### src/rtl/mips_multicycle_ctrl_if.sv
// rtl/mips_multicycle_ctrl_if.sv - controller <-> multicycle datapath signal bundle
// master = control sequencer, slave = datapath side.
interface mips_multicycle_ctrl_if;
    logic [5:0] Op;
    logic [5:0] Funct;
    logic       Zero;
    logic       MemReady;
    logic       PCEn;
    logic       IorD;
    logic       MemRead;
    logic       MemWrite;
    logic       IRWrite;
    logic       RegDst;
    logic       MemtoReg;
    logic       RegWrite;
    logic       ALUSrcA;
    logic [1:0] ALUSrcB;
    logic [1:0] PCSrc;
    logic [2:0] ALUControl;
    logic       Fault;
    logic [3:0] State;

    modport master (
        input  Op, Funct, Zero, MemReady,
        output PCEn, IorD, MemRead, MemWrite, IRWrite, RegDst, MemtoReg, RegWrite,
               ALUSrcA, ALUSrcB, PCSrc, ALUControl, Fault, State
    );

    modport slave (
        output Op, Funct, Zero, MemReady,
        input  PCEn, IorD, MemRead, MemWrite, IRWrite, RegDst, MemtoReg, RegWrite,
               ALUSrcA, ALUSrcB, PCSrc, ALUControl, Fault, State
    );
endinterface

### src/rtl/mips_multicycle_ctrl.sv
// rtl/mips_multicycle_ctrl.sv - Moore control sequencer for the multicycle MIPS datapath
// Optional performance counters enabled by defining MULTICYCLE_PERF_EN.
module mips_multicycle_ctrl #(
    parameter int unsigned WAIT_LIMIT = 16
) (
    input  logic clk,
    input  logic reset,
    mips_multicycle_ctrl_if.master bus
`ifdef MULTICYCLE_PERF_EN
    ,
    output logic [31:0] CycleCount,
    output logic [31:0] InstrRetired
`endif
);
    typedef enum logic [3:0] {
        S_FETCH    = 4'd0,
        S_DECODE   = 4'd1,
        S_MEMADR   = 4'd2,
        S_MEMREAD  = 4'd3,
        S_MEMWB    = 4'd4,
        S_MEMWRITE = 4'd5,
        S_EXECUTE  = 4'd6,
        S_ALUWB    = 4'd7,
        S_BRANCH   = 4'd8,
        S_ADDIEX   = 4'd9,
        S_ADDIWB   = 4'd10,
        S_JUMP     = 4'd11,
        S_TRAP     = 4'd15
    } state_t;

    state_t     state_q, state_d;
    logic [7:0] wait_q, wait_d;
    logic [2:0] funct_alu;
    logic       funct_ok;
    logic       mem_wait;
    logic       timeout;
    logic       pc_write;
    logic       branch;

    always_ff @(posedge clk or posedge reset) begin
        if (reset) begin
            state_q <= S_FETCH;
            wait_q  <= 8'd0;
        end else begin
            state_q <= state_d;
            wait_q  <= wait_d;
        end
    end

    always_comb begin
        funct_ok  = 1'b1;
        funct_alu = 3'b010;
        case (bus.Funct)
            6'b100000: funct_alu = 3'b010;
            6'b100010: funct_alu = 3'b110;
            6'b100100: funct_alu = 3'b000;
            6'b100101: funct_alu = 3'b001;
            6'b101010: funct_alu = 3'b111;
            6'b100111: funct_alu = 3'b100;
            default:   funct_ok  = 1'b0;
        endcase
    end

    // A stall that reaches the limit traps, but a completing access in that cycle wins.
    assign mem_wait = (state_q == S_FETCH) || (state_q == S_MEMREAD) || (state_q == S_MEMWRITE);
    assign timeout  = mem_wait && !bus.MemReady && (wait_q == 8'(WAIT_LIMIT - 1));

    always_comb begin
        state_d = state_q;
        case (state_q)
            S_FETCH:    if (bus.MemReady) state_d = S_DECODE;
            S_DECODE: begin
                case (bus.Op)
                    6'b100011, 6'b101011: state_d = S_MEMADR;
                    6'b000000:            state_d = S_EXECUTE;
                    6'b000100:            state_d = S_BRANCH;
                    6'b001000:            state_d = S_ADDIEX;
                    6'b000010:            state_d = S_JUMP;
                    default:              state_d = S_TRAP;
                endcase
            end
            S_MEMADR:   state_d = (bus.Op == 6'b100011) ? S_MEMREAD : S_MEMWRITE;
            S_MEMREAD:  if (bus.MemReady) state_d = S_MEMWB;
            S_MEMWRITE: if (bus.MemReady) state_d = S_FETCH;
            S_EXECUTE:  state_d = funct_ok ? S_ALUWB : S_TRAP;
            S_ADDIEX:   state_d = S_ADDIWB;
            S_MEMWB, S_ALUWB, S_BRANCH, S_ADDIWB, S_JUMP: state_d = S_FETCH;
            default:    state_d = S_TRAP;
        endcase
        if (timeout) state_d = S_TRAP;
    end

    always_comb begin
        wait_d = wait_q;
        if (state_d != state_q)             wait_d = 8'd0;
        else if (mem_wait && !bus.MemReady) wait_d = wait_q + 8'd1;
    end

    always_comb begin
        bus.IorD       = 1'b0;
        bus.MemRead    = 1'b0;
        bus.MemWrite   = 1'b0;
        bus.IRWrite    = 1'b0;
        bus.RegDst     = 1'b0;
        bus.MemtoReg   = 1'b0;
        bus.RegWrite   = 1'b0;
        bus.ALUSrcA    = 1'b0;
        bus.ALUSrcB    = 2'b00;
        bus.PCSrc      = 2'b00;
        bus.ALUControl = 3'b010;
        pc_write       = 1'b0;
        branch         = 1'b0;
        case (state_q)
            S_FETCH: begin
                bus.MemRead = 1'b1;
                bus.ALUSrcB = 2'b01;
                bus.IRWrite = bus.MemReady;
                pc_write    = bus.MemReady;
            end
            S_DECODE:   bus.ALUSrcB = 2'b11;
            S_MEMADR: begin
                bus.ALUSrcA = 1'b1;
                bus.ALUSrcB = 2'b10;
            end
            S_MEMREAD: begin
                bus.IorD    = 1'b1;
                bus.MemRead = 1'b1;
            end
            S_MEMWB: begin
                bus.MemtoReg = 1'b1;
                bus.RegWrite = 1'b1;
            end
            S_MEMWRITE: begin
                bus.IorD     = 1'b1;
                bus.MemWrite = 1'b1;
            end
            S_EXECUTE: begin
                bus.ALUSrcA    = 1'b1;
                bus.ALUControl = funct_alu;
            end
            S_ALUWB: begin
                bus.RegDst   = 1'b1;
                bus.RegWrite = 1'b1;
            end
            S_BRANCH: begin
                bus.ALUSrcA    = 1'b1;
                bus.ALUControl = 3'b110;
                bus.PCSrc      = 2'b01;
                branch         = 1'b1;
            end
            S_ADDIEX: begin
                bus.ALUSrcA = 1'b1;
                bus.ALUSrcB = 2'b10;
            end
            S_ADDIWB:   bus.RegWrite = 1'b1;
            S_JUMP: begin
                bus.PCSrc = 2'b10;
                pc_write  = 1'b1;
            end
            default: ;
        endcase
    end

    assign bus.PCEn  = pc_write | (branch & bus.Zero);
    assign bus.Fault = (state_q == S_TRAP);
    assign bus.State = state_q;

`ifdef MULTICYCLE_PERF_EN
    logic [31:0] cycle_q, retired_q;
    logic        retire;

    assign retire = (state_d == S_FETCH) &&
                    ((state_q == S_MEMWB) || (state_q == S_MEMWRITE) || (state_q == S_ALUWB) ||
                     (state_q == S_BRANCH) || (state_q == S_ADDIWB) || (state_q == S_JUMP));

    always_ff @(posedge clk or posedge reset) begin
        if (reset) begin
            cycle_q   <= 32'd0;
            retired_q <= 32'd0;
        end else begin
            if (state_q != S_TRAP) cycle_q   <= cycle_q + 32'd1;
            if (retire)            retired_q <= retired_q + 32'd1;
        end
    end

    assign CycleCount   = cycle_q;
    assign InstrRetired = retired_q;
`endif
endmodule

### src/flat_wrapper.sv
// flat-port wrapper written by rule: the top's interface ports become plain ports
module mips_multicycle_ctrl_flat 
#(
    parameter int unsigned WAIT_LIMIT = 16
)
  (clk, reset, bus_Op, bus_Funct, bus_Zero, bus_MemReady, bus_PCEn, bus_IorD, bus_MemRead, bus_MemWrite, bus_IRWrite, bus_RegDst, bus_MemtoReg, bus_RegWrite, bus_ALUSrcA, bus_ALUSrcB, bus_PCSrc, bus_ALUControl, bus_Fault, bus_State);
  mips_multicycle_ctrl_if bus_i ();
  input  logic clk;
  input  logic reset;
  input wire logic [$bits(bus_i.Op)-1:0] bus_Op;
  input wire logic [$bits(bus_i.Funct)-1:0] bus_Funct;
  input wire logic [$bits(bus_i.Zero)-1:0] bus_Zero;
  input wire logic [$bits(bus_i.MemReady)-1:0] bus_MemReady;
  output wire logic [$bits(bus_i.PCEn)-1:0] bus_PCEn;
  output wire logic [$bits(bus_i.IorD)-1:0] bus_IorD;
  output wire logic [$bits(bus_i.MemRead)-1:0] bus_MemRead;
  output wire logic [$bits(bus_i.MemWrite)-1:0] bus_MemWrite;
  output wire logic [$bits(bus_i.IRWrite)-1:0] bus_IRWrite;
  output wire logic [$bits(bus_i.RegDst)-1:0] bus_RegDst;
  output wire logic [$bits(bus_i.MemtoReg)-1:0] bus_MemtoReg;
  output wire logic [$bits(bus_i.RegWrite)-1:0] bus_RegWrite;
  output wire logic [$bits(bus_i.ALUSrcA)-1:0] bus_ALUSrcA;
  output wire logic [$bits(bus_i.ALUSrcB)-1:0] bus_ALUSrcB;
  output wire logic [$bits(bus_i.PCSrc)-1:0] bus_PCSrc;
  output wire logic [$bits(bus_i.ALUControl)-1:0] bus_ALUControl;
  output wire logic [$bits(bus_i.Fault)-1:0] bus_Fault;
  output wire logic [$bits(bus_i.State)-1:0] bus_State;
  assign bus_i.Op = bus_Op;
  assign bus_i.Funct = bus_Funct;
  assign bus_i.Zero = bus_Zero;
  assign bus_i.MemReady = bus_MemReady;
  assign bus_PCEn = bus_i.PCEn;
  assign bus_IorD = bus_i.IorD;
  assign bus_MemRead = bus_i.MemRead;
  assign bus_MemWrite = bus_i.MemWrite;
  assign bus_IRWrite = bus_i.IRWrite;
  assign bus_RegDst = bus_i.RegDst;
  assign bus_MemtoReg = bus_i.MemtoReg;
  assign bus_RegWrite = bus_i.RegWrite;
  assign bus_ALUSrcA = bus_i.ALUSrcA;
  assign bus_ALUSrcB = bus_i.ALUSrcB;
  assign bus_PCSrc = bus_i.PCSrc;
  assign bus_ALUControl = bus_i.ALUControl;
  assign bus_Fault = bus_i.Fault;
  assign bus_State = bus_i.State;
  mips_multicycle_ctrl #(.WAIT_LIMIT(WAIT_LIMIT)) u_core (.clk(clk), .reset(reset), .bus(bus_i));
endmodule
### config.mk
export PLATFORM = sky130hd
export DESIGN_NAME = mips_multicycle_ctrl_flat
export DESIGN_NICKNAME = d
export VERILOG_FILES = /design/src/rtl/mips_multicycle_ctrl_if.sv /design/src/rtl/mips_multicycle_ctrl.sv /design/src/flat_wrapper.sv
export SDC_FILE = /design/constraint.sdc
export NUM_CORES = 1
export LEC_CHECK = 0
export BUFFER_PORTS_ARGS = -buffer_cell sky130_fd_sc_hd__buf_2
export CAP_MARGIN = 20
export CORE_MARGIN = 4
export CORE_UTILIZATION = 25
export DETAILED_ROUTE_END_ITERATION = 10
export PLACE_DENSITY = 0.42
export SLEW_MARGIN = 20
export SYNTH_ARGS = -nofsm -noshare
export SYNTH_HDL_FRONTEND = slang
export SYNTH_SLANG_ARGS = --single-unit
### constraint.sdc
create_clock -name clk -period 2.9 [get_ports clk]
set_clock_uncertainty 0.1 [all_clocks]
set_input_delay 0.435 -clock clk [delete_from_list [all_inputs] [get_ports clk]]
set_output_delay 0.435 -clock clk [all_outputs]
set_load 0.02 [all_outputs]
==> impl_metrics.sql <==
INSERT INTO impl_metrics (metric_group, metric, value, unit) VALUES
('placed_design', 'place_congestion', '0.845', ''),
('global_route', 'grtUsageMet3', '1.42', '%'),
('route', 'remaining_drc_errors', '0', ''),
('logic_synthesis', 'yosysWarnings', '0', ''),
('logic_synthesis', 'synth_top_area_share', '25.8', '%'),
('global_route', 'grtUsageTotal', '12.0', '%'),
('clock_network', 'cts-resized-gates', '0', ''),
('logic_synthesis', 'synth.ff_latch_count', '12', ''),
('logic_synthesis', 'ys_top_cells_by_area', 'dfrtp_1, nor3_1, xnor2_1', ''),
('logic_synthesis', 'post_synth_edffs', '0', ''),
('floorplanning', 'io-pin-count', '37', ''),
('global_route', 'grt_util_met2', '21.9', '%'),
('route', 'vias', '1283', ''),
('sta', 'maxClockFrequency', '373', 'MHz'),
('global_route', 'grt_pass1_vias', '1259', ''),
('floorplanning', 'rows', '24', ''),
('sta', 'layout_min_cycle_time', '2.68', 'ns'),
('route', 'final_antenna_net_count', '0', ''),
('logic_synthesis', 'ys_top_cells_by_count', 'nor2_1, nor3_1, dfrtp_1, nand2_1', ''),
('layout', 'drive_above_1_share', '28.9', '%'),
('floorplanning', 'fp.coreArea', '0.00444', 'mm^2'),
('sta', 'totalNegativeSetupSlack', '0', 'ns'),
('run', 'max_cap_violations', '0', ''),
('route', 'dr.pass1.iters', '4', ''),
('power', 'worst_voltage_drop_across_the_vdd_grid', '0.000429', 'V'),
('layout', 'areaGrowthSynthToFinish', '25.2', '%'),
('sta', 'postLayoutSetupSlackWorst', '0.220', 'ns'),
('sta', 'post-route-period-util', '92.4', '%'),
('route', 'routed_wire_length_per_instance', '14.6', 'um'),
('worst_setup_path', 'startpoint_type', 'input port', ''),
('clock_network', 'cts_sinks', '12', ''),
('clock_network', 'cts_made_buffers', '3', ''),
('placed_design', 'dp_hpwl', '2740', 'um'),
('route', 'drt_first_iter_violations', '51', ''),
('floorplanning', 'initial_core_util', '26.2', '%'),
('logic_synthesis', 'synthDominantAreaCellType', 'dfrtp_1', ''),
('logic_synthesis', 'synth_cell_types', '47', ''),
('global_route', 'grt_use_met1', '14.7', '%'),
('logic_synthesis', 'yosys_most_used_dff', 'dfrtp_1', ''),
('power', 'powerDensity', '999', 'mW/mm^2'),
('route', 'routed_via_density', '5.37', ''),
('worst_setup_path', 'crit_path_max_fanout', '4', ''),
('clock_network', 'cts_setup_buffers', '0', ''),
('clock_network', 'worst_skew_pair.late_latency', '0.23', 'ns'),
('worst_setup_path', 'worst_setup_path_end_kind', 'output port', ''),
('logic_synthesis', 'yosys.cell_count.top_type', 'nor2_1', ''),
('floorplanning', 'dieHeight', '76.3', 'um'),
('outcome', 'outcome', 'finished, final reports clean', ''),
('worst_hold_path', 'hold_crit_path_type', 'input port to async pin', ''),
('power', 'p_leak', '0.639', 'nW'),
('logic_synthesis', 'syn_area_per_cell', '7.77', 'um^2'),
('global_route', 'global_route.peak_usage_layer', 'met2', ''),
('logic_synthesis', 'syn-num-nets', '167', ''),
('route', 'routed_wl', '3490', 'um'),
('logic_synthesis', 'asyncSetResetFlopFracSynth', '100', '%'),
('sta', 'rsz0062_at_grt', 'no', ''),
('logic_synthesis', 'synthCells', '150', ''),
('clock_network', 'cts.clk_slew.worst_paths', '0.05', 'ns'),
('layout', 'antenna-diode-count', '0', ''),
('sta', 'tightestPinTransition', '0.664', 'ns'),
('floorplanning', 'die_x', '76.3', 'um'),
('global_route', 'grt_pass1_wl', '5860', 'um'),
('worst_setup_path', 'arrival', '2.15', 'ns'),
('placed_design', 'post-place-ws', '0.209', 'ns'),
('sta', 'final_max_slew_viol_count', '0', ''),
('layout', 'final_net_count', '206', ''),
('worst_setup_path', 'path_class', 'input port to output port', ''),
('clock_network', 'cts-hold-fix-buffers', '0', ''),
('logic_synthesis', 'synth.cell_area', '0.00116', 'mm^2'),
('clock_network', 'root_buffer', 'clkbuf_8', ''),
('global_route', 'antenna_found_initial', '0', ''),
('sta', 'hold_viol_final', '0', ''),
('global_route', 'globalRoute.totalOverflow', '0', ''),
('placed_design', 'io_buffer_count', '36', ''),
('worst_setup_path', 'cp.required', '2.37', 'ns'),
('clock_network', 'cts_max_level', '1', ''),
('logic_synthesis', 'synth.yosys.seq_area_share', '25.8', '%'),
('clock_network', 'clock_tree_from_tritoncts', 'built', ''),
('floorplanning', 'die-area', '0.00582', 'mm^2'),
('sta', 'final-setup-viol-count', '0', ''),
('clock_network', 'clk_path_buf_depth', '2', ''),
('sta', 'timing.max_slew.rel_slack', '55.7', '%'),
('global_route', 'grt_start_max_net_pins', '19', '');
-- area by class of cell --
class | instances | area [um^2]
fill | 497 | 2990
multi-input combinational | 125 | 805
sequential | 12 | 300
timing repair buffer | 43 | 233
tap | 52 | 65.1
clock buffer | 3 | 41.3
inverter | 4 | 15.0
-- path summary, 6_finish.rpt --
kind | slack, ns | to | from | cells past startpoint
hold / removal | 0.11 | u_core.bus.State[2] | reset | 2
hold reg to reg | 0.47 | u_core.wait_q[7] | u_core.wait_q[7] | 2
max in group asynchronous | 2.27 | u_core.wait_q[3] | reset | 2
setup / recovery | 0.22 | bus_Fault | bus_Op[1] | 7
setup reg to reg | 0.70 | u_core.wait_q[7] | u_core.bus.State[3] | 6
min in group clk | 0.47 | u_core.wait_q[7] | u_core.wait_q[7] | 2
-- kinds of logic (layout without fill, tap and decap cells) --
family          after synthesis  after routing  synth area share [%]
flops                        12             12                  25.8
mux                           3              3                  2.69
simple gates                 76             76                  36.5
compound gates               35             35                  21.3
buf+inv                      13             50                  5.16
fa+ha+maj                     1              1                  1.07
xor+xnor                     10             10                  7.52
-- power breakdown --
part           internal, mW  total (mW)  leakage, nW  switching [mW]
combinational         0.386        1.05        0.457           0.664
clock                0.0910       0.146       0.0216          0.0552
sequential            0.200       0.261        0.161          0.0609
total                 0.677        1.46        0.639           0.780
-- routing by layer --
metal / part of all wire (%) / vias to the layer above
li1: - / 631
met1: 43 / 620
met2: 53 / 30
met3: 3.8 / 2
met4: 0.37 / 0
met5: 0 / -
-- state kept, by name, indices dropped and copies added (netlist names) --
register	cells
u_core.bus.State	4
u_core.wait_q	8
-- layout by cell type (no fill, tap or decap), drive strengths merged, types with 2 or more instances in the layout --
cell type  synthesis  routed
xor2               2       2
clkbuf             2       3
a211o              4       4
o22ai              3       3
a21oi              5       5
nor2              16      16
nor4b              4       4
nor3b              2       2
nand3              8       8
o21ai              8       8
nor4               2       2
nor3              16      16
or3                2       2
nor2b              5       5
xnor2              8       8
nand2              9       9
nand4              2       2
a32oi              2       2
a21o               2       2
buf                7      43
or2                2       2
a31oi              3       3
or4                2       2
inv                4       4
mux2i              2       2
dfrtp             12      12
nand2b             4       4
-- critical path, stage by stage --
cell      delay [ns]
buf_2           0.12
or4_1           0.56
a211oi_1        0.33
a211o_1         0.19
o21ai_2         0.07
nor3_1          0.23
buf_2           0.21
-- per-stage QoR --
step	area, um^2	hold WS [ns]	utilization, %	power [mW]	std cells
5_1_grt	1460	0.150	32.8	1.58	239
3_5_place_dp	1420	0.370	31.9	1.32	236
3_3_place_gp	1420	0.361	31.9	1.33	236
6_report	1460	0.109	32.8	1.46	239
2_1_floorplan	1160	0.200	-	0.994	150
4_1_cts	1460	0.117	32.8	1.48	239
No activity file was read; power rests on OpenSTA's default activity.
